File: src/rtl/hazard_ctrl.sv
// Pipeline hazard controller: load-use bubbles, taken-jump squashes and back-end stalls
// for multi-cycle divide and memory waits, with a watchdog on the divider.
module hazard_ctrl #(
   parameter int unsigned DIV_TIMEOUT = 40
) (
   input  logic        clk,
   input  logic        rst,
   input  logic [4:0]  id_rs1_addr,
   input  logic [4:0]  id_rs2_addr,
   input  logic        id_rs1_used,
   input  logic        id_rs2_used,
   input  logic [4:0]  ex_rd_addr,
   input  logic        ex_mem_read,
   input  logic        ex_jmp,
   input  logic        ex_div_start,
   input  logic        div_done,
   input  logic        mem_req,
   input  logic        mem_ready,
   output logic        pc_stall,
   output logic        if_id_stall,
   output logic        if_id_flush,
   output logic        id_ex_bubble,
   output logic        back_stall,
   output logic [1:0]  state,
   output logic        div_timeout,
   output logic [31:0] stall_cycles,
   output logic [15:0] flush_count
);

   typedef enum logic [1:0] {
      StRun     = 2'd0,
      StDivWait = 2'd1,
      StMemWait = 2'd2,
      StError   = 2'd3
   } state_e;

   state_e      state_q, state_d;
   logic [31:0] div_tmr_q, div_tmr_d;
   logic        div_timeout_q, div_timeout_d;
   logic [31:0] stall_cycles_q, stall_cycles_d;
   logic [15:0] flush_count_q, flush_count_d;

   logic mem_wait, div_wait, load_use, back_stall_raw;

   assign mem_wait = mem_req & ~mem_ready;
   assign div_wait = ((state_q == StDivWait) & ~div_done) | ((state_q == StRun) & ex_div_start);
   assign load_use = ex_mem_read & (ex_rd_addr != 5'd0) &
                     ((id_rs1_used & (id_rs1_addr == ex_rd_addr)) |
                      (id_rs2_used & (id_rs2_addr == ex_rd_addr)));
   assign back_stall_raw = mem_wait | div_wait | (state_q == StError);

   // Back-end stall outranks a jump, which in turn squashes any load-use hazard.
   always_comb begin
      pc_stall     = 1'b0;
      if_id_stall  = 1'b0;
      if_id_flush  = 1'b0;
      id_ex_bubble = 1'b0;
      back_stall   = 1'b0;
      if (!rst) begin
         back_stall = back_stall_raw;
         if (back_stall_raw) begin
            pc_stall    = 1'b1;
            if_id_stall = 1'b1;
         end else if (ex_jmp) begin
            if_id_flush  = 1'b1;
            id_ex_bubble = 1'b1;
         end else if (load_use) begin
            pc_stall     = 1'b1;
            if_id_stall  = 1'b1;
            id_ex_bubble = 1'b1;
         end
      end
   end

   always_comb begin
      state_d       = state_q;
      div_tmr_d     = div_tmr_q;
      div_timeout_d = div_timeout_q;
      unique case (state_q)
         StRun: begin
            if (mem_wait) begin
               state_d = StMemWait;
            end else if (ex_div_start) begin
               state_d   = StDivWait;
               div_tmr_d = 32'd0;
            end
         end
         StDivWait: begin
            // A completion landing on the expiry cycle still counts as success.
            if (div_done) begin
               state_d = mem_wait ? StMemWait : StRun;
            end else if (div_tmr_q == DIV_TIMEOUT - 1) begin
               state_d       = StError;
               div_timeout_d = 1'b1;
            end else begin
               div_tmr_d = div_tmr_q + 32'd1;
            end
         end
         StMemWait: begin
            if (mem_ready) state_d = StRun;
         end
         StError: ;
         default: state_d = StRun;
      endcase
   end

   assign stall_cycles_d = (pc_stall && stall_cycles_q != 32'hFFFF_FFFF) ?
                           stall_cycles_q + 32'd1 : stall_cycles_q;
   assign flush_count_d  = flush_count_q + {15'd0, if_id_flush};

   always_ff @(posedge clk or posedge rst) begin
      if (rst) begin
         state_q        <= StRun;
         div_tmr_q      <= 32'd0;
         div_timeout_q  <= 1'b0;
         stall_cycles_q <= 32'd0;
         flush_count_q  <= 16'd0;
      end else begin
         state_q        <= state_d;
         div_tmr_q      <= div_tmr_d;
         div_timeout_q  <= div_timeout_d;
         stall_cycles_q <= stall_cycles_d;
         flush_count_q  <= flush_count_d;
      end
   end

   assign state        = state_q;
   assign div_timeout  = div_timeout_q;
   assign stall_cycles = stall_cycles_q;
   assign flush_count  = flush_count_q;

endmodule

File: config.mk
export PLATFORM = sky130hd
export DESIGN_NAME = hazard_ctrl
export DESIGN_NICKNAME = d
export VERILOG_FILES = /design/src/rtl/hazard_ctrl.sv
export SDC_FILE = /design/constraint.sdc
export NUM_CORES = 1
export LEC_CHECK = 0
export BUFFER_PORTS_ARGS = -buffer_cell sky130_fd_sc_hd__buf_2
export CORE_UTILIZATION = 28
export DETAILED_ROUTE_END_ITERATION = 10
export GPL_ROUTABILITY_DRIVEN = 1
export PLACE_DENSITY = 0.51
export SETUP_SLACK_MARGIN = 0.05
export SLEW_MARGIN = 30
export SYNTH_ARGS = -nofsm -noshare
export SYNTH_HDL_FRONTEND = slang
export SYNTH_SLANG_ARGS = --single-unit
File: constraint.sdc
create_clock -name clk -period 5.8 [get_ports clk]
set_clock_uncertainty 0.05 [all_clocks]
set_input_delay 1.45 -clock clk [delete_from_list [all_inputs] [get_ports clk]]
set_output_delay 1.45 -clock clk [all_outputs]
set_load 0.01 [all_outputs]
==> results of run 1 <==
[through the flow]
stage,instances,util
2_1_floorplan,482,-
3_3_place_gp,763,0.326
3_5_place_dp,763,0.326
4_1_cts,778,0.343
5_1_grt,778,0.343
6_report,778,0.343
[worst register-to-register path, cell delays in order, from the launching register on]
cell	delay, ps
dfrtp_1	410
inv_1	110
ha_1	670
inv_1	440
o22ai_4	420
nand3_2	180
a2111oi_4	620
a41oi_1	220
o22a_1	210
[metal layers]
| metal | wire, um | global-route usage |
|---|---|---|
| met1 | 5430 | 0.188 |
| met2 | 4870 | 0.202 |
| met3 | 490 | 0.0402 |
| met4 | 127 | 0.0349 |
| met5 | 0 | 0 |
[how the worst max path moves through the flow]
stage	start	to	slack, ps	cells after the start
after floorplan	rst	if_id_flush	630	2
after global placement	ex_rd_addr[1]	if_id_stall	1380	7
after detailed placement	mem_req	pc_stall	1380	8
after CTS	mem_req	pc_stall	1350	8
after global routing	mem_req	if_id_stall	1230	8
final	ex_rd_addr[1]	if_id_stall	1390	7
[area by class of cell]
type,count,area share
Sequential cell,83,0.380
Multi-Input combinational cell,360,0.429
Timing Repair Buffer,86,0.0815
Tap cell,216,0.0494
Clock inverter,3,0.00275
Clock buffer,12,0.0451
Inverter,18,0.0126
[cell usage in the layout (no fill, tap or decap), types with 18 or more instances in the layout]
cell,count
nand3_1,31
nor2_1,33
xnor2_1,27
xor2_1,34
dfrtp_1,83
o21ai_0,20
nand2_1,46
buf_2,80
a21oi_1,18
nor4_1,23
[registers in the layout, summed over array words and instances, names as in the netlist]
name / cells
stall_cycles: 32
flush_count: 16
state: 2
div_tmr_q: 32
div_timeout: 1
[power by group through the flow]
stage	Sequential (W)	Combinational [W]	Clock [W]
2_1_floorplan	0.000741	0.000337	0
3_3_place_gp	0.000736	0.000532	0
3_5_place_dp	0.000739	0.000535	0
4_1_cts	0.000729	0.000536	0.000540
5_1_grt	0.000740	0.000593	0.000562
6_report	0.000729	0.000531	0.000521
[Yosys cell counts, drive strengths merged (2+ instances only)]
| master | instances | area (um^2) |
|---|---|---|
| dfrtp | 83 | 2080 |
| nand2 | 46 | 173 |
| xor2 | 34 | 298 |
| nand3 | 33 | 175 |
| nor2 | 33 | 124 |
| xnor2 | 27 | 236 |
| nor4 | 24 | 165 |
| o21ai | 21 | 105 |
| a21oi | 19 | 95.1 |
| inv | 18 | 67.6 |
| nand4 | 16 | 100 |
| nor3 | 14 | 70.1 |
| clkbuf | 13 | 48.8 |
| and3 | 10 | 62.6 |
| ha | 9 | 113 |
| buf | 8 | 42.5 |
| o31ai | 7 | 52.6 |
| and4 | 6 | 53.8 |
| or3 | 6 | 37.5 |
| a2111oi | 5 | 62.6 |
| nor4b | 5 | 43.8 |
| a211oi | 4 | 30.0 |
| mux2i | 4 | 40.0 |
| nor2b | 4 | 25.0 |
| or4 | 4 | 30.0 |
| a31o | 3 | 26.3 |
| nand2b | 3 | 18.8 |
| a31oi | 2 | 12.5 |
| mux2 | 2 | 22.5 |
| o21ba | 2 | 20.0 |
| o22a | 2 | 17.5 |
| o22ai | 2 | 26.3 |
| or2 | 2 | 12.5 |
[cell families (layout without fill, tap and decap cells)]
kind of cell	Yosys count	after routing	share of synthesized area
AOI/OAI and AO/OA	74	74	0.111
xor gates and xnor gates	61	61	0.117
adders and majority gates	9	9	0.0246
buffers and inverters	39	119	0.0347
DFF	83	83	0.454
muxes	6	6	0.0137
and+or+nand+nor	210	210	0.245
==> metrics.log, run 1 <==
[metrics] num ports: 81
[metrics] Post-Synthesis Cell Area: ~4600 um^2
[metrics] Slew HR: 0.361
[metrics] Post-DP HPWL: approximately 8000 um
[metrics] design area: roughly 5500 um^2
[metrics] endpoint kind of the worst setup timing path: primary output
[metrics] setup slack after placement: 1380 ps
[metrics] final critical-path share of the clock period: 0.760
[metrics] cells resized by post-CTS repair: 0
[metrics] share of final-layout standard cells stronger than drive strength 1: 0.206
[metrics] Worst VDD drop: 165 uV
[metrics] Die Area: 16900 um^2
[metrics] critical path required time: between 4000 and 5000 ps
[metrics] Clock transition at path regs: around 50 ps
[metrics] sum of routed wire length over all layers: 10900 um
[metrics] via count: 3827
[metrics] crit-path leading delay family: simple AND/OR/NAND/NOR gates
[metrics] initial core utilization: 0.287
[metrics] number of antenna violations at the first check in global routing: 0
[metrics] placeable core area: 15900 um^2
[metrics] leakage component of the power: approximately 2.5 nW
[metrics] post-synthesis sequential area ratio: 0.454
[metrics] Clock Tree Buf Depth: 2
[metrics] Syn Area/Cell: between 9 and 10 um^2
[metrics] unrepaired setup endpoints after global routing: no
[metrics] clock share of power: 0.292
[metrics] count of state elements after synthesis: 83
[metrics] number of buffers created by CTS: 9
[metrics] number of buffers inserted to repair setup after CTS: 0
[metrics] FF-to-FF End: div_tmr_q[25]
[metrics] number of input and output port buffers inserted: 80
[metrics] critical path startpoint category: input port
[metrics] # diodes: 0
[metrics] height of the chip: 130 um
[metrics] cell-by-cell listing of the critical path: buf_2, or4_1, o21ai_0, nor3_1, a21oi_2, inv_1, buf_2
[metrics] share of power burned in combinational logic: 0.298
[metrics] number of hold buffers added after cts: 0
[metrics] DRC violation count after routing: 0
[metrics] area taken by flip-flops and latches: 2080 um^2
[metrics] status: finished, final reports clean
[metrics] Final Slew Violations: 0
[metrics] total power consumption of the routed design: 0.00178 W
[metrics] Highest Clock Rate: roughly 230 MHz
[metrics] maximum number of pins on one net before global-route repair: 44
[metrics] CP Data Arrival Time: slightly below 3000 ps
[metrics] first-pass iteration count of the detailed router: 4
[metrics] final hold violation count: 0
[metrics] H-tree lvl count: 3
[metrics] net switching component of the power: 0.000652 W
[metrics] Unique masters post-synth: 51
[metrics] global placer's final weighted congestion: around 0.79
[metrics] clock root buffer: clkbuf_16
[metrics] number of sinks handled by clock tree synthesis: 83
[metrics] Pint: 0.00113 W
[metrics] worst hold path type: reg -> reg
[metrics] nets in the synthesized netlist: 516
[metrics] first-pass GRT wire length: 17800 um
[metrics] Multi-input gate area: 2340 um^2
[metrics] Top FF cell, synth: dfrtp_1
[metrics] insertion delay of the later-clocked pin in the worst-skew pair: 340 ps
[metrics] gr usage total: 0.135
[metrics] clock tree from TritonCTS: done
[metrics] Hold Path End: flush_count[15]
[metrics] Detail Route Antenna Nets: 0
[metrics] Sw Share: 0.366
[metrics] vias per inst: 4.92
[metrics] Tmin final: 4410 ps
[metrics] Layout Area Growth over Synthesis: 19.5%
[metrics] vias in the first global route: 3536
[metrics] FFs w/ async S/R, synth: 1.00
[metrics] layout net count: 592
[metrics] grt ovf: 0
[metrics] setup TNS after final layout: 0 ps
[metrics] warning count from the yosys run: 0
[metrics] Filler Cells Inserted: 1675
[metrics] Worst Reg2Reg Path Length in Cells: 8
[metrics] cell depth of the worst min-delay path: 1
[metrics] worst slew pin tran: about 960 ps
[metrics] startpoint of the most critical hold path: flush_count[15]
[metrics] part of the total power dissipated in sequential elements: 0.409
[metrics] Worst R2R Setup Slack: approximately 2400 ps
[metrics] count of routing violations after the opening detailed-route iteration: 219
[metrics] detailed-route wire length per cell: 14.0 um
[metrics] critical path fanouts, max: 3
[metrics] Max-cap violations: 0
[metrics] buffers and inverters on the worst path: 3
[metrics] critical register-to-register path startpoint: state[1]
[metrics] Cells after Synth: 482
[metrics] critical path's slowest cell: or4_1
[metrics] pwr/cell area: roughly 330 nW/um^2
[metrics] Post-synth EDFFs: 0
[metrics] number of setup violations in the final report: 0
[metrics] CP peak stage delay: ~500 ps
[metrics] die outline width: around 130 um
[metrics] critical path start-end classification: in -> out
[metrics] placed instance area: 5200 um^2
[metrics] Row Count: 46
[metrics] Crit path top cell by count: buf_2
[metrics] Worst Slack Setup Final: 1390 ps
[metrics] Final Hold Slack: 413 ps
No activity file was read; power rests on OpenSTA's default activity.
==> run 2, diff against run 1 <==
==> constraint.sdc (replaced) <==
create_clock -name clk -period 4.2 [get_ports clk]
set_clock_uncertainty 0.05 [all_clocks]
set_input_delay 1.05 -clock clk [delete_from_list [all_inputs] [get_ports clk]]
set_output_delay 1.05 -clock clk [all_outputs]
set_load 0.01 [all_outputs]
==> run 2 against run 1 <==
Compared with the run above: die area unchanged; final cell count up 0.26%; critical endpoint is now pc_stall; setup slack worse by 820 ps; register-to-register slack worse by 1100 ps; first-iteration DRC count down 21%; critical path type unchanged; combinational power up 38%; largest cell class unchanged; sequential power up 37%.
==> metrics.log, run 2 (synthesis gave the netlist of run 1 again) <==
[metrics] commonest cells after routing, fill and taps aside: 83 x dfrtp_1, 80 x buf_2, 46 x nand2_1
[metrics] final hold violation count: 0 (unchanged)
[metrics] first-pass GRT wire length: 18100 um (+2.0%)
[metrics] cells resized by post-CTS repair: 0 (unchanged)
[metrics] Filler Cells Inserted: 1674 (-0.060%)
[metrics] detailed-route wire length per cell: 14.2 um (+0.90%)
[metrics] critical path launch point: mem_req
[metrics] area taken by flip-flops and latches: 2080 um^2 (unchanged)
[metrics] H-tree lvl count: 3 (unchanged)
[metrics] Worst Reg2Reg Path Length in Cells: 9 (+1)
[metrics] number of buffers inserted to repair setup after CTS: 0 (unchanged)
[metrics] Row Count: 46 (unchanged)
[metrics] Slew HR: 0.421 (+0.0601)
[metrics] total power consumption of the routed design: 0.00253 W (+42%)
[metrics] clock tree from TritonCTS: done
[metrics] critical register-to-register path startpoint: state[1]
[metrics] critical path required time: 3100 ps (-1200 ps)
[metrics] global placer's final weighted congestion: 0.804 (+1.6%)
[metrics] design area: 5510 um^2 (+0.80%)
[metrics] first-pass iteration count of the detailed router: 4 (unchanged)
[metrics] number of hold buffers added after cts: 0 (unchanged)
[metrics] Max-cap violations: 0 (unchanged)
[metrics] placeable core area: 15900 um^2 (unchanged)
[metrics] initial core utilization: 0.287 (unchanged)
[metrics] number of buffers created by CTS: 9 (unchanged)
[metrics] clock root buffer: clkbuf_16
[metrics] Clock Tree Buf Depth: 2 (unchanged)
[metrics] Highest Clock Rate: about 280 MHz
[metrics] share of final-layout standard cells stronger than drive strength 1: 0.211 (+0.00459)
[metrics] height of the chip: 130 um (unchanged)
[metrics] layout net count: 593 (+0.17%)
[metrics] setup TNS after final layout: 0 ps (unchanged)
[metrics] critical path startpoint category: input port
[metrics] most common cell after layout, fill and taps aside: dfrtp_1
[metrics] Layout Area Growth over Synthesis: 20.4%
[metrics] Worst R2R Setup Slack: 1260 ps (-1110 ps)
[metrics] Hold Path End: flush_count[15]
[metrics] vias in the first global route: 3597 (+1.7%)
[metrics] endpoint kind of the worst setup timing path: primary output
[metrics] Multi-input gate area: 2340 um^2 (unchanged)
[metrics] maximum number of pins on one net before global-route repair: 52 (+18%)
[metrics] grt ovf: 0 (unchanged)
[metrics] final critical-path share of the clock period: 0.862
[metrics] worst hold path type: reg -> reg
[metrics] critical path start-end classification: in -> out
[metrics] gr usage total: 0.136 (+0.00168)
[metrics] number of input and output port buffers inserted: 80 (unchanged)
[metrics] insertion delay of the later-clocked pin in the worst-skew pair: 340 ps (about the same)
[metrics] number of sinks handled by clock tree synthesis: 83 (unchanged)
[metrics] FF-to-FF End: div_tmr_q[25]
[metrics] unrepaired setup endpoints after global routing: no
[metrics] # diodes: 0 (unchanged)
[metrics] Tmin final: roughly 3600 ps
[metrics] Die Area: 16900 um^2 (unchanged)
[metrics] pwr/cell area: 459 nW/um^2 (+41%)
[metrics] number of antenna violations at the first check in global routing: 0 (unchanged)
[metrics] Clock transition at path regs: 60 ps (about the same)
[metrics] die outline width: 130 um (unchanged)
[metrics] CP Data Arrival Time: 2520 ps (-390 ps)
[metrics] sum of routed wire length over all layers: 11000 um (+1.2%)
[metrics] vias per inst: 4.97 (+1.1%)
[metrics] number of setup violations in the final report: 0 (unchanged)
[metrics] cell depth of the worst min-delay path: 1 (unchanged)
[metrics] leakage component of the power: 2.54 nW (+0.58%)
[metrics] via count: 3878 (+1.3%)
[metrics] Final Slew Violations: 0 (unchanged)
[metrics] Detail Route Antenna Nets: 0 (unchanged)
[metrics] critical path fanouts, max: 6 (+3)
[metrics] status: finished, final reports clean
[metrics] Worst VDD drop: 213 uV (+29%)
[metrics] Post-DP HPWL: 7930 um (+0.55%)
[metrics] num ports: 81 (unchanged)
[metrics] DRC violation count after routing: 0 (unchanged)
[metrics] worst slew pin tran: 867 ps (-89.9 ps)
[metrics] count of routing violations after the opening detailed-route iteration: 172 (-21%)
[metrics] startpoint of the most critical hold path: flush_count[15]
[metrics] placed instance area: 5220 um^2 (+0.19%)
[run 2: changes by cell type in the layout (fill, tap and decap cells not counted), sizes merged]
cell      previous run  this run
clkbuf              12        11
bufinv               0         1
clkinvlp             0         2
buf                 86        87
clkinv               4         3
[run 2: worst max-delay path, cell delays in order]
cell	delay (ps)
buf_2	90
nor2b_1	120
buf_4	160
a2111oi_0	430
buf_4	220
nor2_1	60
a21oi_2	180
inv_1	80
buf_2	140
[run 2: layout make-up]
type                            count  share of cell area
Tap cell                          216              0.0490
Clock inverter                      5             0.00954
Sequential cell                    83               0.377
Multi-Input combinational cell    360               0.425
Clock buffer                       11              0.0441
Timing Repair Buffer               87              0.0822
Inverter                           18              0.0129
[run 2: layer usage]
| layer | vias up | track usage | part of all wire |
|---|---|---|---|
| met5 | - | 0 | 0 |
| met4 | 0 | 0.0410 | 0.012 |
| met3 | 11 | 0.0271 | 0.048 |
| met2 | 97 | 0.203 | 0.44 |
| met1 | 1877 | 0.197 | 0.50 |
| li1 | 1893 | - | - |
[run 2: worst max path at each step]
stage	slack [ps]	cells past startpoint	end
after global routing	420	9	if_id_stall
final	580	9	pc_stall
after floorplan	370	7	pc_stall
after detailed placement	550	9	pc_stall
after global placement	550	9	pc_stall
after CTS	520	9	pc_stall
[run 2: power breakdown]
group	internal, W	switching, W	total, W
clock network	0.000474	0.000323	0.000797
registers	0.000887	0.000116	0.00100
logic	0.000257	0.000475	0.000732
total	0.00162	0.000913	0.00253
[run 2: per-stage QoR]
step | setup WS, ps | std cells | hold slack [ps] | util
2_1_floorplan | 370 | 482 | 418 | -
3_3_place_gp | 548 | 764 | 401 | 0.327
3_5_place_dp | 548 | 764 | 406 | 0.327
4_1_cts | 519 | 780 | 416 | 0.346
5_1_grt | 425 | 780 | 448 | 0.346
6_report | 578 | 780 | 408 | 0.346
==> run 3, diff against run 2 <==
--- a/config.mk
+++ b/config.mk
@@ -5,11 +5,12 @@
 export SDC_FILE = /design/constraint.sdc
 export NUM_CORES = 1
 export LEC_CHECK = 0
-export BUFFER_PORTS_ARGS = -buffer_cell sky130_fd_sc_hd__buf_2
+export CAP_MARGIN = 20
 export CORE_UTILIZATION = 28
 export DETAILED_ROUTE_END_ITERATION = 10
+export DONT_BUFFER_PORTS = 1
 export GPL_ROUTABILITY_DRIVEN = 1
-export PLACE_DENSITY = 0.51
+export PLACE_DENSITY = 0.46
 export SETUP_SLACK_MARGIN = 0.05
 export SLEW_MARGIN = 30
 export SYNTH_ARGS = -nofsm -noshare
==> run 3 against run 2 <==
Compared with the run above: critical path depth fell by 3; maximum frequency up 5.3%; core utilization shrank 2.7 points; final cell count decreased by 11%; die area did not move; register-to-register slack worse by 110 ps; setup slack better by 180 ps; critical endpoint unchanged; largest cell class unchanged.
==> metrics.log, run 3 (synthesis gave the netlist of run 1 again) <==
[metrics] status: finished, final reports clean
[metrics] die outline width: 130 um (unchanged)
[metrics] Slew HR: 0.394 (-0.0269)
[metrics] clock share of power: 0.310 (-0.005)
[metrics] Die Area: 16900 um^2 (unchanged)
[metrics] critical path required time: 3100 ps (about the same)
[metrics] placeable core area: 15900 um^2 (unchanged)
[metrics] leakage component of the power: 2.14 nW (-16%)
[metrics] number of sinks handled by clock tree synthesis: 83 (unchanged)
[metrics] Layout Area Growth over Synthesis: 11.0%
[metrics] grt ovf: 0 (unchanged)
[metrics] utilization after layout: 0.318 (-0.0272)
[metrics] Tmin final: 3440 ps (-182 ps)
[metrics] sum of routed wire length over all layers: 10700 um (-3.1%)
[metrics] Pint: 0.00150 W (-7.2%)
[metrics] Sw Share: 0.373 (+0.0119)
[metrics] H-tree lvl count: 3 (unchanged)
[metrics] DRC violation count after routing: 0 (unchanged)
[metrics] pwr/cell area: 471 nW/um^2 (+2.6%)
[metrics] Post-DP HPWL: 7520 um (-5.1%)
[metrics] commonest cells after routing, fill and taps aside: 83 x dfrtp_1, 46 x nand2_1, 34 x xor2_1
[metrics] Highest Clock Rate: 291 MHz (+5.3%)
[metrics] CP Data Arrival Time: 2340 ps (-180 ps)
[metrics] critical path start-end classification: in -> out
[metrics] detailed-route wire length per cell: 15.3 um (+8.3%)
[metrics] number of buffers inserted to repair setup after CTS: 0 (unchanged)
[metrics] count of routing violations after the opening detailed-route iteration: 190 (+10%)
[metrics] endpoint kind of the worst setup timing path: primary output
[metrics] Final Slew Violations: 0 (unchanged)
[metrics] net switching component of the power: 0.000892 W (-2.3%)
[metrics] setup slack after placement: 710 ps (+162 ps)
[metrics] number of hold buffers added after cts: 0 (unchanged)
[metrics] maximum number of pins on one net before global-route repair: 60 (+15%)
[metrics] final critical-path share of the clock period: 0.819 (-0.0434)
[metrics] critical path startpoint category: input port
[metrics] Clock transition at path regs: 60 ps (about the same)
[metrics] share of power burned in combinational logic: 0.252 (-0.037)
[metrics] final hold violation count: 0 (unchanged)
[metrics] number of input and output port buffers inserted: 0 (-100%)
[metrics] non-filler instance count after layout: 698 (-11%)
[metrics] vias per inst: 5.13 (+3.2%)
[metrics] Worst VDD drop: 272 uV (+27%)
[metrics] share of final-layout standard cells stronger than drive strength 1: 0.0768 (-0.134)
[metrics] num ports: 81 (unchanged)
[metrics] unrepaired setup endpoints after global routing: no
[metrics] layout net count: 512 (-14%)
[metrics] via count: 3583 (-7.6%)
[metrics] number of setup violations in the final report: 0 (unchanged)
[metrics] initial core utilization: 0.287 (unchanged)
[metrics] startpoint of the most critical hold path: div_tmr_q[1]
[metrics] setup TNS after final layout: 0 ps (unchanged)
[metrics] gr usage total: 0.136 (+0.000137)
[metrics] first-pass GRT wire length: 17900 um (-1.4%)
[metrics] cells resized by post-CTS repair: 0 (unchanged)
[metrics] critical path launch point: mem_req
[metrics] worst slew pin tran: 908 ps (+40.3 ps)
[metrics] first-pass iteration count of the detailed router: 4 (unchanged)
[metrics] Detail Route Antenna Nets: 0 (unchanged)
[metrics] clock tree from TritonCTS: done
[metrics] clock root buffer: clkbuf_16
[metrics] Max-cap violations: 0 (unchanged)
[metrics] Placed Cells: 683 (-11%)
[metrics] number of buffers created by CTS: 9 (unchanged)
[metrics] critical path fanouts, max: 6 (unchanged)
[metrics] critical register-to-register path startpoint: state[0]
[metrics] Worst Slack Setup Final: 760 ps (+182 ps)
[metrics] most common cell after layout, fill and taps aside: dfrtp_1
[metrics] worst hold path type: reg -> reg
[metrics] part of the total power dissipated in sequential elements: 0.438 (+0.042)
[metrics] height of the chip: 130 um (unchanged)
[metrics] number of antenna violations at the first check in global routing: 0 (unchanged)
[metrics] vias in the first global route: 3500 (-2.7%)
[metrics] Clock Tree Buf Depth: 2 (unchanged)
[metrics] Row Count: 46 (unchanged)
[metrics] global placer's final weighted congestion: 0.765 (-4.9%)
[metrics] # diodes: 0 (unchanged)
[metrics] insertion delay of the later-clocked pin in the worst-skew pair: 340 ps (about the same)
## run 3: cell types whose count changed in the layout (fill, tap and decap cells not counted), sizes merged
cell,previous run,this run
buf,87,6
bufinv,1,0
clkinv,3,1
clkinvlp,2,4
## run 3: stage by stage
| step | power, W | hold slack, ps | area (um^2) |
|---|---|---|---|
| detailed placement | 0.00168 | 456 | 4810 |
| finish | 0.00239 | 459 | 5080 |
| floorplan | 0.00149 | 418 | 4580 |
| global route | 0.00256 | 498 | 5080 |
| CTS | 0.00243 | 470 | 5080 |
| global placement | 0.00167 | 439 | 4810 |
## run 3: worst max-delay path, cell delays in order
cell,delay [ps]
nor2b_1,420
a2111oi_0,160
buf_4,180
nor2_1,260
a21oi_2,100
inv_1,180
## run 3: path summary, 6_finish.rpt
| check | slack [ps] | depth (start not counted) | endpoint |
|---|---|---|---|
| setup / recovery | 760 | 6 | pc_stall |
| hold / removal | 460 | 2 | div_tmr_q[1] |
| setup reg to reg | 1150 | 11 | flush_count[13] |
| hold reg to reg | 460 | 2 | div_tmr_q[1] |
| max in group asynchronous | 2340 | 2 | div_tmr_q[13] |
| min in group asynchronous | 600 | 1 | stall_cycles[7] |
## run 3: routing by layer
metal	global-route usage	vias to the layer above	wire length, um
li1	-	1728	-
met1	0.178	1758	5090
met2	0.213	86	4840
met3	0.0451	11	612
met4	0.0438	0	159
met5	0	-	0
## run 3: layout make-up
class	count	area [um^2]
clock buffers	11	243
fillers	1679	10900
multi-input cells	360	2340
clock inverters	4	27.5
inverters	18	71.3
flip-flops and latches	83	2080
well taps	216	270
repair buffers	6	45.0
## run 3: power groups by stage
stage	Combinational, W	Clock [W]	Sequential, W
after floorplan	0.000465	0	0.00102
after global placement	0.000601	0	0.00107
after detailed placement	0.000609	0	0.00107
after CTS	0.000610	0.000768	0.00105
after global routing	0.000682	0.000805	0.00107
final	0.000604	0.000741	0.00105
